--- config.mk ---
export PLATFORM = sky130hd
export DESIGN_NAME = rst_seq_ctrl
export DESIGN_NICKNAME = d
export VERILOG_FILES = /design/src/rtl/rst_seq_ctrl_pkg.sv /design/src/rtl/rst_seq_ctrl_sync_2ff.sv /design/src/rtl/rst_seq_ctrl.sv
export SDC_FILE = /design/constraint.sdc
export NUM_CORES = 1
export LEC_CHECK = 0
export BUFFER_PORTS_ARGS = -buffer_cell sky130_fd_sc_hd__buf_2
export CORE_MARGIN = 1
export CORE_UTILIZATION = 55
export CTS_BUF_LIST = sky130_fd_sc_hd__clkbuf_8
export DETAILED_ROUTE_END_ITERATION = 8
export GPL_TIMING_DRIVEN = 1
export PLACE_DENSITY = 0.79
export RECOVER_POWER = 25
export SLEW_MARGIN = 40
export SYNTH_ARGS = -nofsm -noshare
export SYNTH_HDL_FRONTEND = slang
export SYNTH_SLANG_ARGS = --single-unit
--- constraint.sdc ---
create_clock -name clk_i -period 2.2 [get_ports clk_i]
set_input_delay 0.55 -clock clk_i [delete_from_list [all_inputs] [get_ports clk_i]]
set_output_delay 0.55 -clock clk_i [all_outputs]
set_load 0.01 [all_outputs]
--- src/rtl/rst_seq_ctrl_pkg.sv ---
// Shared definitions for the reset sequencer: FSM state codes and fixed output widths.
package rst_seq_ctrl_pkg;

  localparam int STATE_W         = 3;
  localparam int LOCK_LOSS_CNT_W = 8;

  typedef enum logic [STATE_W-1:0] {
    S_PLL_RST   = 3'd0,
    S_WAIT_LOCK = 3'd1,
    S_STABLE    = 3'd2,
    S_RELEASE   = 3'd3,
    S_RUN       = 3'd4
  } state_e;

endpackage

--- src/rtl/rst_seq_ctrl_sync_2ff.sv ---
// Two-flop synchronizer for bringing asynchronous level signals into the clk_i domain.
module sync_2ff #(
  parameter int WIDTH = 1
) (
  input  logic             clk_i,
  input  logic [WIDTH-1:0] d_i,
  output logic [WIDTH-1:0] q_o
);

  logic [WIDTH-1:0] meta_q;

  // NOTE: synchronizer flops carry no reset; they flush within two cycles and a reset
  // term would only add a path into the metastability-settling stage.
  always_ff @(posedge clk_i) begin
    meta_q <= d_i;
    q_o    <= meta_q;
  end

endmodule

--- src/rtl/rst_seq_ctrl.sv ---
// Reset sequencer / PLL supervisor: pulses PLL reset, qualifies lock, releases domain resets in order.
// Optional lock-loss event counter enabled by defining RST_SEQ_LOCK_LOSS_CNT_EN.
module rst_seq_ctrl
  import rst_seq_ctrl_pkg::*;
#(
  parameter int NUM_DOMAINS     = 4,
  parameter int PLL_RST_CNT     = 8,
  parameter int LOCK_STABLE_CNT = 50,
  parameter int DOMAIN_GAP      = 16,
  parameter int LOCK_TIMEOUT    = 65535
) (
  input  logic                       clk_i,
  input  logic                       rst_n_i,
  input  logic                       pll_locked_i,
  input  logic                       sw_rst_req_i,
  output logic                       pll_rst_o,
  output logic [NUM_DOMAINS-1:0]     rst_n_o,
  output logic                       seq_done_o,
  output logic [STATE_W-1:0]         state_o,
  output logic [LOCK_LOSS_CNT_W-1:0] lock_loss_cnt_o
);

  localparam int PR_W = $clog2(PLL_RST_CNT + 1);
  localparam int ST_W = $clog2(LOCK_STABLE_CNT + 1);
  localparam int TO_W = $clog2(LOCK_TIMEOUT + 1);
  localparam int GP_W = $clog2(DOMAIN_GAP + 1);

  localparam logic [PR_W-1:0] PR_LAST = PR_W'(PLL_RST_CNT - 1);
  localparam logic [ST_W-1:0] ST_LAST = ST_W'(LOCK_STABLE_CNT - 1);
  localparam logic [TO_W-1:0] TO_LAST = TO_W'(LOCK_TIMEOUT - 1);
  localparam logic [GP_W-1:0] GP_LAST = GP_W'(DOMAIN_GAP - 1);

  logic locked_s;

  sync_2ff #(.WIDTH(1)) u_lock_sync (
    .clk_i (clk_i),
    .d_i   (pll_locked_i),
    .q_o   (locked_s)
  );

  state_e                 state_q,    state_d;
  logic [PR_W-1:0]        pr_cnt_q,   pr_cnt_d;
  logic [ST_W-1:0]        st_cnt_q,   st_cnt_d;
  logic [TO_W-1:0]        to_cnt_q,   to_cnt_d;
  logic [GP_W-1:0]        gap_cnt_q,  gap_cnt_d;
  logic                   pll_rst_q,  pll_rst_d;
  logic [NUM_DOMAINS-1:0] rst_n_q,    rst_n_d;
  logic                   seq_done_q, seq_done_d;
  logic                   lock_loss;

  // Lock dropping once any domain may be out of reset is a real loss, not a qualification glitch.
  assign lock_loss = !locked_s && (state_q == S_RELEASE || state_q == S_RUN);

  // NOTE: every next-state variable gets a default before the case so no path infers a latch.
  always_comb begin
    state_d    = state_q;
    pr_cnt_d   = pr_cnt_q;
    st_cnt_d   = st_cnt_q;
    to_cnt_d   = to_cnt_q;
    gap_cnt_d  = gap_cnt_q;
    pll_rst_d  = pll_rst_q;
    rst_n_d    = rst_n_q;
    seq_done_d = 1'b0;

    case (state_q)
      S_PLL_RST: begin
        pll_rst_d = 1'b1;
        rst_n_d   = '0;
        if (pr_cnt_q == PR_LAST) begin
          state_d   = S_WAIT_LOCK;
          pll_rst_d = 1'b0;
          pr_cnt_d  = '0;
          to_cnt_d  = '0;
        end else begin
          pr_cnt_d = pr_cnt_q + PR_W'(1);
        end
      end
      S_WAIT_LOCK: begin
        pll_rst_d = 1'b0;
        if (locked_s) begin
          if (LOCK_STABLE_CNT == 1) begin
            state_d   = S_RELEASE;
            rst_n_d   = NUM_DOMAINS'(1);
            gap_cnt_d = '0;
          end else begin
            state_d  = S_STABLE;
            st_cnt_d = ST_W'(1);
          end
        end else if (to_cnt_q == TO_LAST) begin
          state_d   = S_PLL_RST;
          pll_rst_d = 1'b1;
          pr_cnt_d  = '0;
        end else begin
          to_cnt_d = to_cnt_q + TO_W'(1);
        end
      end
      S_STABLE: begin
        if (!locked_s) begin
          state_d  = S_WAIT_LOCK;
          to_cnt_d = '0;
        end else if (st_cnt_q == ST_LAST) begin
          state_d   = S_RELEASE;
          rst_n_d   = NUM_DOMAINS'(1);
          gap_cnt_d = '0;
        end else begin
          st_cnt_d = st_cnt_q + ST_W'(1);
        end
      end
      S_RELEASE: begin
        // rst_n_q is a thermometer code; shifting in a one releases the next domain.
        if (rst_n_q[NUM_DOMAINS-1]) begin
          state_d    = S_RUN;
          seq_done_d = 1'b1;
        end else if (gap_cnt_q == GP_LAST) begin
          rst_n_d   = (rst_n_q << 1) | NUM_DOMAINS'(1);
          gap_cnt_d = '0;
        end else begin
          gap_cnt_d = gap_cnt_q + GP_W'(1);
        end
      end
      S_RUN: begin
        seq_done_d = 1'b1;
      end
      default: begin
        state_d   = S_PLL_RST;
        pll_rst_d = 1'b1;
        rst_n_d   = '0;
        pr_cnt_d  = '0;
      end
    endcase

    if (sw_rst_req_i || lock_loss) begin
      state_d    = S_PLL_RST;
      pll_rst_d  = 1'b1;
      rst_n_d    = '0;
      seq_done_d = 1'b0;
      pr_cnt_d   = '0;
    end
  end

  always_ff @(posedge clk_i) begin
    if (!rst_n_i) begin
      state_q    <= S_PLL_RST;
      pr_cnt_q   <= '0;
      st_cnt_q   <= '0;
      to_cnt_q   <= '0;
      gap_cnt_q  <= '0;
      pll_rst_q  <= 1'b1;
      rst_n_q    <= '0;
      seq_done_q <= 1'b0;
    end else begin
      state_q    <= state_d;
      pr_cnt_q   <= pr_cnt_d;
      st_cnt_q   <= st_cnt_d;
      to_cnt_q   <= to_cnt_d;
      gap_cnt_q  <= gap_cnt_d;
      pll_rst_q  <= pll_rst_d;
      rst_n_q    <= rst_n_d;
      seq_done_q <= seq_done_d;
    end
  end

  assign pll_rst_o  = pll_rst_q;
  assign rst_n_o    = rst_n_q;
  assign seq_done_o = seq_done_q;
  assign state_o    = state_q;

`ifdef RST_SEQ_LOCK_LOSS_CNT_EN
  logic [LOCK_LOSS_CNT_W-1:0] ll_cnt_q;

  // A software request takes priority, so a coincident lock drop is not recorded.
  always_ff @(posedge clk_i) begin
    if (!rst_n_i) begin
      ll_cnt_q <= '0;
    end else if (lock_loss && !sw_rst_req_i && ll_cnt_q != '1) begin
      ll_cnt_q <= ll_cnt_q + LOCK_LOSS_CNT_W'(1);
    end
  end

  assign lock_loss_cnt_o = ll_cnt_q;
`else
  assign lock_loss_cnt_o = '0;
`endif

endmodule

==> flow_metrics.py, run 1 <==
metrics = {
    "floorplanning": {
        "initial_core_util_pct": 58.0,
        "fp.dieH_um": 67.4,
        "placementRows": 23,
        "die_area_um2": 4550,
        "ios": 21,
        "die_w_um": 67.4,
        "coreArea_um2": 4060,
    },
    "setup_path": {
        "cp.buffers_inverters": 0,
        "cp_num_cells": 6,
        "crit_required_ns": 2.43,
        "startpoint_type": "flip-flop",
        "crit_path_max_incr_delay_ns": 0.41,
        "startpoint": "pr_cnt_q[1]$_SDFFE_PP0P_",
        "reg2regPathDepth": 6,
        "timing.rr.end": "to_cnt_q[15]$_SDFFE_PN0P_",
        "crit_type": "flip-flop to flip-flop",
        "rr_startpoint": "pr_cnt_q[1]$_SDFFE_PP0P_",
        "crit_path_max_fanout": 9,
        "cp_cell_sequence": "ha_1 > and3b_1 > a2bb2oi_2 > a2111o_1 > or4_1 > o21ai_1",
        "crit_path_top_delay_cell": "a2111o_1",
        "critPathArrivalTime_ns": 2.25,
        "r2r_slack_ns": 0.18,
        "end_kind": "flip-flop",
        "crit_end": "to_cnt_q[15]$_SDFFE_PN0P_",
        "critPathTopFamily": "simple AND/OR/NAND/NOR gates",
    },
    "global_route": {
        "overflow": 0,
        "grt.total_usage_pct": 23.9,
        "grt_pass1_vias": 1702,
        "grt_antenna_before_repair": 0,
        "grt_max_degree": 17,
        "grt_pass1_wl_mm": 8.18,
    },
    "timing": {
        "slew_headroom_pct": 62.7,
        "finalSetupTns_ns": 0,
        "finalHoldViolations": 0,
        "grt_setup_unrepaired": "false",
        "max_freq_mhz": 495,
        "worst_pin_slew_ns": 0.546,
        "slew_violations": 0,
        "skew_ns": 0.00565,
        "whs_ns": 0.328,
        "setup_viol": 0,
        "fin_crit_ns": 2.02,
        "period_share_pct": 91.9,
    },
    "logic_synthesis": {
        "ys_top_cells_by_area": "dfxtp_1, nor2_1, xnor2_1, buf_4, ha_1",
        "synth_most_common_cell": "dfxtp_1",
        "synth_compound_area_share_pct": 18.4,
        "synth.largest_area_cell": "dfxtp_1",
        "ys_top_cells_by_count": "dfxtp_1, nor2_1, nand2_1, nand3_1",
        "ys_ff_latch": 42,
        "synth-simple-area-share_pct": 26.6,
        "synth_top_family_by_area": "simple AND/OR/NAND/NOR gates",
        "synthesis.area_um2": 2350,
        "synthMuxAreaShare_pct": 1.81,
        "synth-async-reset-ratio_pct": 0,
        "synth-xor-area-share_pct": 7.01,
        "synthAdderAreaFrac_pct": 3.19,
        "synth_cells": 272,
        "synth_cell_types": 59,
        "seq_area_frac_synth_pct": 35.7,
        "synth-edff-count": 0,
        "yosys_warnings": 0,
        "synthFlopType": "dfxtp_1",
        "yosysTopAreaCellShare_pct": 35.7,
        "synth_area_per_cell_um2": 8.66,
    },
    "routing": {
        "drtIter0Drc": 75,
        "routed_wl_mm": 4.78,
        "num_vias": 2001,
        "routed_via_density": 5.99,
        "drc": 0,
        "wl_per_cell_um": 14.3,
        "first_pass_iters": 4,
        "ant_nets": 0,
    },
    "layout": {
        "drive_gt1_share_pct": 12.0,
        "fin_nets": 295,
        "final-instance-count-excl-fill": 334,
        "insertedDiodeCount": 0,
        "utilization_pct": 62.1,
        "fin_area_um2": 2520,
        "areaGrowthSynthToFinish_pct": 7.07,
    },
    "run_status": {
        "outcome": "completed",
    },
    "job": {
        "maxCapViolCount": 0,
    },
    "power": {
        "power.density_nw_per_um2": 513,
        "p_int_uw": 1020,
        "combPwrFrac_pct": 2.8,
        "clkPwrFrac_pct": 37.8,
        "p_sw_share_pct": 21.3,
        "power.switching_uw": 275,
        "ir_worst_vdd_mv": 0.427,
        "leakage_uw": 0.000843,
        "pwr-share-seq_pct": 59.4,
    },
    "clocking": {
        "path_clk_slew_ns": 0.07,
        "clk_path_buf_depth": 2,
        "clk_latency_ns": 0.29,
        "cts_sinks": 42,
        "clockRootBuffer": "clkbuf_8",
        "cts_buffers": 5,
        "htree_num_levels": 2,
        "cts_tree": "done",
        "holdBufCountCts": 0,
    },
    "placement": {
        "gp_congestion": 0.838,
        "dpl.hpwl_mm": 3.49,
        "io_buffers": 12,
        "dp.cells": 328,
        "placed_cell_area_um2": 2450,
    },
    "min_path": {
        "min_path_cells": 0,
        "hold_path_class": "flip-flop to flip-flop",
    },
}
-- power by group through the flow --
stage          Clock (uW)  Sequential, uW  Combinational [uW]
2_1_floorplan           0             783                37.8
3_3_place_gp            0             786                34.7
3_5_place_dp            0             786                35.6
4_1_cts               497             768                35.7
5_1_grt               534             769                40.2
6_report              488             768                36.1
-- final cells by class --
type                            instances  area, um2
Clock buffer                            6       82.6
Fill cell                             354       1540
Inverter                                7       26.3
Multi-Input combinational cell        207       1370
Sequential cell                        42        841
Tap cell                               50       62.6
Timing Repair Buffer                   22        136
-- flip-flops by register name, summed over array words and instances, names as in the netlist --
name and count:
st_cnt_q 6, rst_n_o 4, u_lock_sync.q_o 1, u_lock_sync.meta_q 1
to_cnt_q 16, seq_done_o 1, state_o 3, gap_cnt_q 5
pr_cnt_q 4, pll_rst_o 1
-- worst register-to-register path, stage by stage, from the launching register on --
cell	delay [ns]
dfxtp_1	0.40
ha_1	0.21
and3b_1	0.30
a2bb2oi_2	0.16
a2111o_1	0.41
or4_1	0.40
o21ai_1	0.08
-- cell usage in the layout (no fill, tap or decap), drive strengths merged, types with 8 or more instances in the layout --
master | netlist | final
o21ai | 10 | 10
xnor2 | 13 | 13
a21oi | 12 | 12
nand2 | 16 | 16
conb | 1 | 8
nand4 | 9 | 9
a211oi | 9 | 9
nand3 | 15 | 15
dfxtp | 42 | 42
nor2 | 33 | 33
clkbuf | 5 | 13
buf | 18 | 15
-- metrics by stage --
stage                     setup WS, ns  power, uW
after floorplan                  0.420        821
after global placement           0.236        821
after detailed placement         0.173        822
after CTS                        0.169       1300
after global routing            0.0498       1340
final                            0.179       1290
-- worst min path at each step --
stage / from / endpoint
after global placement: u_lock_sync.meta_q$_DFF_P_ / u_lock_sync.q_o$_DFF_P_
after floorplan: u_lock_sync.meta_q$_DFF_P_ / u_lock_sync.q_o$_DFF_P_
after global routing: u_lock_sync.meta_q$_DFF_P_ / u_lock_sync.q_o$_DFF_P_
after detailed placement: u_lock_sync.meta_q$_DFF_P_ / u_lock_sync.q_o$_DFF_P_
final: u_lock_sync.meta_q$_DFF_P_ / u_lock_sync.q_o$_DFF_P_
after CTS: u_lock_sync.meta_q$_DFF_P_ / u_lock_sync.q_o$_DFF_P_
-- per-layer routing --
metal	GRT usage [%]	wire length [um]	vias up
met4	8.78	82	0
met3	5.74	249	11
met2	31.4	1990	64
met1	36.6	2460	929
met5	0	0	-
li1	-	-	997
-- repair_timing --
| action | 4_1_cts | 5_1_grt |
|---|---|---|
| endpoints found under the setup margin | 0 | 1 |
| gates resized for setup | 0 | 1 |
| setup buffers | 0 | 0 |
-- kinds of logic after synthesis --
kind of cell               count (synthesis)
muxes                                      4
buffers and inverters                     30
AOI/OAI and AO/OA                         58
other                                      1
DFF                                       42
adders and majority gates                  6
and+or+nand+nor                          113
xor gates and xnor gates                  18
No activity file was read; power rests on OpenSTA's default activity.
==> inputs of run 2 (changes only) <==
CELL_PAD_IN_SITES_DETAIL_PLACEMENT = 0   (was default)
CELL_PAD_IN_SITES_GLOBAL_PLACEMENT = 1   (was default)
CORE_UTILIZATION = 47   (was 55)
PLACE_DENSITY = 0.86   (was 0.79)
==> run 2 against run 1 <==
  * Clock power increased by 6.4%
  * Largest power group unchanged
  * Routed wire length rose by 4.6%
  * Global-route usage is 2.7 points lower
  * Largest cell class unchanged
==> flow_metrics.py, run 2 (synthesis gave the netlist of run 1 again) <==
metrics = {
    "timing": {
        "finalHoldViolations": 0,
        "grt_setup_unrepaired": "false",
        "fin_crit_ns": 2.01,
        "max_freq_mhz": 498,
        "setup_viol": 0,
        "finalSetupTns_ns": 0,
        "slew_headroom_pct": 62.6,
        "period_share_pct": 91.3,
        "slew_violations": 0,
        "worst_pin_slew_ns": 0.546,
        "skew_ns": 0.00575,
    },
    "layout": {
        "utilization_pct": 53.9,
        "mostFrequentLayoutCells": "dfxtp_1, nor2_1, nand2_1, nand3_1, buf_4",
        "insertedDiodeCount": 0,
        "largest_reg_flops": 16,
        "fin_nets": 300,
        "areaGrowthSynthToFinish_pct": 9.56,
        "top_register": "to_cnt_q",
        "final_common_cell": "dfxtp_1",
        "drive_gt1_share_pct": 14.1,
        "largestRegisters": "to_cnt_q (16), st_cnt_q (6), gap_cnt_q (5)",
        "final-instance-count-excl-fill": 358,
    },
    "setup_path": {
        "crit_path_max_fanout": 9,
        "crit_end": "to_cnt_q[15]$_SDFFE_PN0P_",
        "reg2regPathDepth": 6,
        "timing.rr.end": "to_cnt_q[15]$_SDFFE_PN0P_",
        "critPathArrivalTime_ns": 2.24,
        "cp_cell_sequence": "ha_1 > and3b_1 > a2bb2oi_2 > a2111o_1 > or4_1 > o21ai_1",
        "startpoint_type": "flip-flop",
        "crit_path_top_delay_cell": "a2111o_1",
        "rr_startpoint": "pr_cnt_q[0]$_SDFFE_PP0P_",
        "crit_required_ns": 2.43,
        "crit_path_max_incr_delay_ns": 0.42,
        "r2r_slack_ns": 0.19,
        "end_kind": "flip-flop",
        "crit_type": "flip-flop to flip-flop",
        "startpoint": "pr_cnt_q[0]$_SDFFE_PP0P_",
    },
    "clocking": {
        "clk_latency_ns": 0.29,
        "path_clk_slew_ns": 0.08,
        "holdBufCountCts": 0,
        "htree_num_levels": 2,
        "cts_tree": "done",
        "post_cts_buffers": 0,
        "clk_path_buf_depth": 2,
        "cts_buffers": 5,
        "clockRootBuffer": "clkbuf_8",
        "cts_sinks": 42,
    },
    "routing": {
        "ant_nets": 0,
        "num_vias": 1973,
        "wl_per_cell_um": 14.0,
        "first_pass_iters": 4,
        "routed_via_density": 5.51,
        "drc": 0,
        "drtIter0Drc": 60,
        "routed_wl_mm": 5.00,
    },
    "floorplanning": {
        "ios": 21,
        "placementRows": 25,
        "die_w_um": 72.8,
        "die_area_um2": 5300,
        "coreArea_um2": 4790,
        "fp.dieH_um": 72.8,
        "initial_core_util_pct": 49.2,
    },
    "min_path": {
        "hold_path_class": "flip-flop to flip-flop",
    },
    "power": {
        "leakage_uw": 0.000871,
        "total_power_uw": 1320,
        "power.density_nw_per_um2": 513,
        "ir_worst_vdd_mv": 0.291,
    },
    "placement": {
        "gp_congestion": 0.795,
        "io_buffers": 12,
        "dpl.hpwl_mm": 3.70,
        "dp.cells": 350,
    },
    "global_route": {
        "grt.total_usage_pct": 21.2,
        "grt_pass1_vias": 1831,
        "grt_max_degree": 14,
        "overflow": 0,
        "grt_antenna_before_repair": 0,
        "grt_pass1_wl_mm": 8.80,
    },
    "run_status": {
        "outcome": "completed",
    },
    "job": {
        "maxCapViolCount": 0,
    },
}
## run 2: cell types whose count changed in the layout (fill, tap and decap cells not counted), sizes merged
cell,delta
buf,+5
clkinv,+1
clkinvlp,+1
## run 2: layout make-up
class                           count  area (um2)
Clock buffer                        6        82.6
Inverter                            7        26.3
Timing Repair Buffer               27         161
Clock inverter                      2        12.5
Tap cell                           67        83.8
Multi-Input combinational cell    207        1370
Fill cell                         477        2210
Sequential cell                    42         841
## run 2: repair_timing
| item | CTS | global route |
|---|---|---|
| resized for setup | 0 | 1 |
| hold endpoints to repair | 0 | 0 |
| endpoints found under the setup margin | 0 | 1 |
## run 2: critical path: cells and delay by family, from the launching register on
family                   cells  cell delay, ns
AO/OA/AOI/OAI                3            0.66
flip-flops                   1            0.39
AND/OR/NAND/NOR              2            0.70
adder cells (fa/ha/maj)      1            0.20
## run 2: how the worst min path moves through the flow
stage / cells after the start / slack [ns] / startpoint / end
finish: 0 / 0.33 / u_lock_sync.meta_q$_DFF_P_ / u_lock_sync.q_o$_DFF_P_
global route: 1 / 0.33 / pll_locked_i / u_lock_sync.meta_q$_DFF_P_
CTS: 0 / 0.33 / u_lock_sync.meta_q$_DFF_P_ / u_lock_sync.q_o$_DFF_P_
detailed placement: 0 / 0.31 / u_lock_sync.meta_q$_DFF_P_ / u_lock_sync.q_o$_DFF_P_
global placement: 0 / 0.31 / u_lock_sync.meta_q$_DFF_P_ / u_lock_sync.q_o$_DFF_P_
floorplan: 0 / 0.31 / u_lock_sync.meta_q$_DFF_P_ / u_lock_sync.q_o$_DFF_P_
## run 2: routing by layer
layer | track usage [%] | up-vias | wire length [um]
met3 | 4.42 | 5 | 185
met2 | 29.6 | 32 | 2070
met5 | 0 | - | 0
met4 | 6.10 | 0 | 49
li1 | - | 1015 | -
met1 | 32.3 | 921 | 2690
## run 2: through the flow
stage          worst slack, ns  cell area [um2]  hold WS (ns)
2_1_floorplan            0.420             2380         0.310
3_3_place_gp             0.273             2490         0.312
3_5_place_dp             0.215             2490         0.312
4_1_cts                  0.198             2590         0.333
5_1_grt                 0.0140             2580         0.332
6_report                 0.190             2580         0.331
## run 2: where the power goes
group	total [uW]	internal (uW)	switching [uW]
Clock	519	252	267
Sequential	768	763	4.68
Combinational	37.8	13.1	24.7
==> inputs of run 3 (changes only) <==
==> constraint.sdc (replaced) <==
create_clock -name clk_i -period 2.2 [get_ports clk_i]
set_input_delay 0.55 -clock clk_i [delete_from_list [all_inputs] [get_ports clk_i]]
set_output_delay 0.55 -clock clk_i [all_outputs]
set_load 0.02 [all_outputs]
==> run 3 against run 2 <==
  * Sequential share of layout area barely moved
  * Combinational power rose by 15%
  * Register-to-register slack barely moved
  * Non-clock buffer count did not move
  * Worst setup slack got worse by 0.0098 ns
  * Cell area barely moved
  * Largest cell class unchanged
  * Highest routed layer unchanged
==> flow_metrics.py, run 3 (synthesis gave the netlist of run 1 again) <==
metrics = {
    "min_path": {
        "hp-start": "u_lock_sync.meta_q$_DFF_P_",
        "hold_path_class": "flip-flop to flip-flop",
        "min_path_cells": 0,
        "min_to": "u_lock_sync.q_o$_DFF_P_",
    },
    "timing": {
        "finalSetupTns_ns": 0,
        "max_freq_mhz": 495,
        "period_share_pct": 91.8,
        "grt_setup_unrepaired": "false",
        "skew_ns": 0.00574,
        "fin_crit_ns": 2.02,
        "setup_viol": 0,
        "slew_violations": 0,
        "slew_headroom_pct": 62.6,
        "finalHoldViolations": 0,
        "worst_pin_slew_ns": 0.546,
    },
    "layout": {
        "fill_cells": 476,
        "insertedDiodeCount": 0,
        "regArea_um2": 841,
        "utilization_pct": 54.0,
        "fin_nets": 300,
        "multi_input_comb_area_um2": 1370,
        "mostFrequentLayoutCells": "dfxtp_1, nor2_1, nand2_1, nand3_1, buf_4",
        "largestRegisters": "to_cnt_q (16), st_cnt_q (6), gap_cnt_q (5)",
        "top_register": "to_cnt_q",
        "drive_gt1_share_pct": 14.1,
        "final_common_cell": "dfxtp_1",
        "largest_reg_flops": 16,
        "areaGrowthSynthToFinish_pct": 9.67,
    },
    "clocking": {
        "clk_path_buf_depth": 2,
        "clk_latency_ns": 0.29,
        "path_clk_slew_ns": 0.08,
        "clockRootBuffer": "clkbuf_8",
        "htree_num_levels": 2,
        "cts_tree": "done",
        "cts_buffers": 5,
        "cts_sinks": 42,
    },
    "power": {
        "power.density_nw_per_um2": 516,
        "total_power_uw": 1330,
        "pwr-share-seq_pct": 57.7,
        "ir_worst_vdd_mv": 0.292,
        "leakage_uw": 0.000871,
        "power.switching_uw": 303,
        "p_sw_share_pct": 22.7,
        "p_int_uw": 1030,
        "combPwrFrac_pct": 3.3,
        "clkPwrFrac_pct": 39.1,
    },
    "floorplanning": {
        "coreArea_um2": 4790,
        "ios": 21,
        "initial_core_util_pct": 49.2,
        "die_w_um": 72.8,
        "placementRows": 25,
        "fp.dieH_um": 72.8,
        "die_area_um2": 5300,
    },
    "setup_path": {
        "crit_type": "flip-flop to flip-flop",
        "critPathArrivalTime_ns": 2.25,
        "crit_required_ns": 2.43,
        "crit_path_max_incr_delay_ns": 0.42,
        "cp_cell_sequence": "ha_1 > and3b_1 > a2bb2oi_2 > a2111o_1 > or4_1 > o21ai_1",
        "end_kind": "flip-flop",
        "startpoint_type": "flip-flop",
        "timing.rr.end": "to_cnt_q[15]$_SDFFE_PN0P_",
        "rr_startpoint": "pr_cnt_q[1]$_SDFFE_PP0P_",
        "crit_path_top_delay_cell": "a2111o_1",
        "startpoint": "pr_cnt_q[1]$_SDFFE_PP0P_",
        "r2r_slack_ns": 0.18,
        "crit_path_max_fanout": 9,
        "reg2regPathDepth": 6,
    },
    "run_status": {
        "outcome": "completed",
    },
    "placement": {
        "io_buffers": 12,
        "gp_congestion": 0.795,
        "dpl.hpwl_mm": 3.70,
    },
    "routing": {
        "wl_per_cell_um": 14.0,
        "drtIter0Drc": 59,
        "routed_via_density": 5.51,
        "num_vias": 1973,
        "first_pass_iters": 5,
        "routed_wl_mm": 5.01,
        "drc": 0,
        "ant_nets": 0,
    },
    "global_route": {
        "overflow": 0,
        "grt_pass1_wl_mm": 8.80,
        "grt.total_usage_pct": 21.2,
        "grt_antenna_before_repair": 0,
        "grt_pass1_vias": 1831,
        "grt_max_degree": 14,
    },
    "job": {
        "maxCapViolCount": 0,
    },
}
[run 3: cell counts in the layout (fill, tap and decap cells not counted)]
Identical to the previous run, type by type.
[run 3: stage by stage]
stage          hold WS, ns  cell area [um2]  instances  worst slack (ns)
6_report             0.332             2580        358             0.181
3_5_place_dp         0.312             2490        350             0.215
2_1_floorplan        0.310             2380        279             0.392
3_3_place_gp         0.312             2490        350             0.273
4_1_cts              0.333             2590        358             0.198
5_1_grt              0.332             2580        358            0.0140
[run 3: cell type report]
class | count | share of cell area (%)
clock inverters | 2 | 0.484
multi-input cells | 207 | 53.1
repair buffers | 27 | 6.35
clock buffers | 6 | 3.20
inverters | 7 | 1.02
flip-flops and latches | 42 | 32.6
well taps | 67 | 3.25
[run 3: critical path: cells and delay by family (launching register included)]
kind,cells,cell delay [ns]
AND/OR/NAND/NOR,2,0.70
AO/OA/AOI/OAI,3,0.66
flip-flops,1,0.39
adder cells (fa/ha/maj),1,0.20
[run 3: how the worst max path moves through the flow]
stage               depth (start not counted)                         to
detailed placement                          6  to_cnt_q[15]$_SDFFE_PN0P_
global placement                            8   to_cnt_q[6]$_SDFFE_PN0P_
finish                                      6  to_cnt_q[15]$_SDFFE_PN0P_
CTS                                         6  to_cnt_q[15]$_SDFFE_PN0P_
floorplan                                   7  to_cnt_q[15]$_SDFFE_PN0P_
global route                                7   to_cnt_q[4]$_SDFFE_PN0P_
[run 3: power groups by stage]
| stage | Sequential, uW | Clock [uW] | Combinational, uW |
|---|---|---|---|
| after floorplan | 783 | 0 | 44.1 |
| after global placement | 786 | 0 | 43.9 |
| after detailed placement | 786 | 0 | 43.4 |
| after CTS | 768 | 538 | 43.6 |
| after global routing | 769 | 569 | 47.5 |
| final | 768 | 520 | 43.6 |
[run 3: layer usage]
layer | global-route usage [%] | routed length (um) | vias to the layer above
met3 | 4.42 | 219 | 2
met1 | 32.3 | 2650 | 915
met2 | 29.6 | 2100 | 45
met4 | 6.10 | 29 | 0
met5 | 0 | 0 | -
li1 | - | - | 1011
[run 3: repair_timing]
action	4_1_cts	5_1_grt
endpoints found under the setup margin	0	1
hold buffers	0	0
setup buffers	0	0
resized for setup	0	1
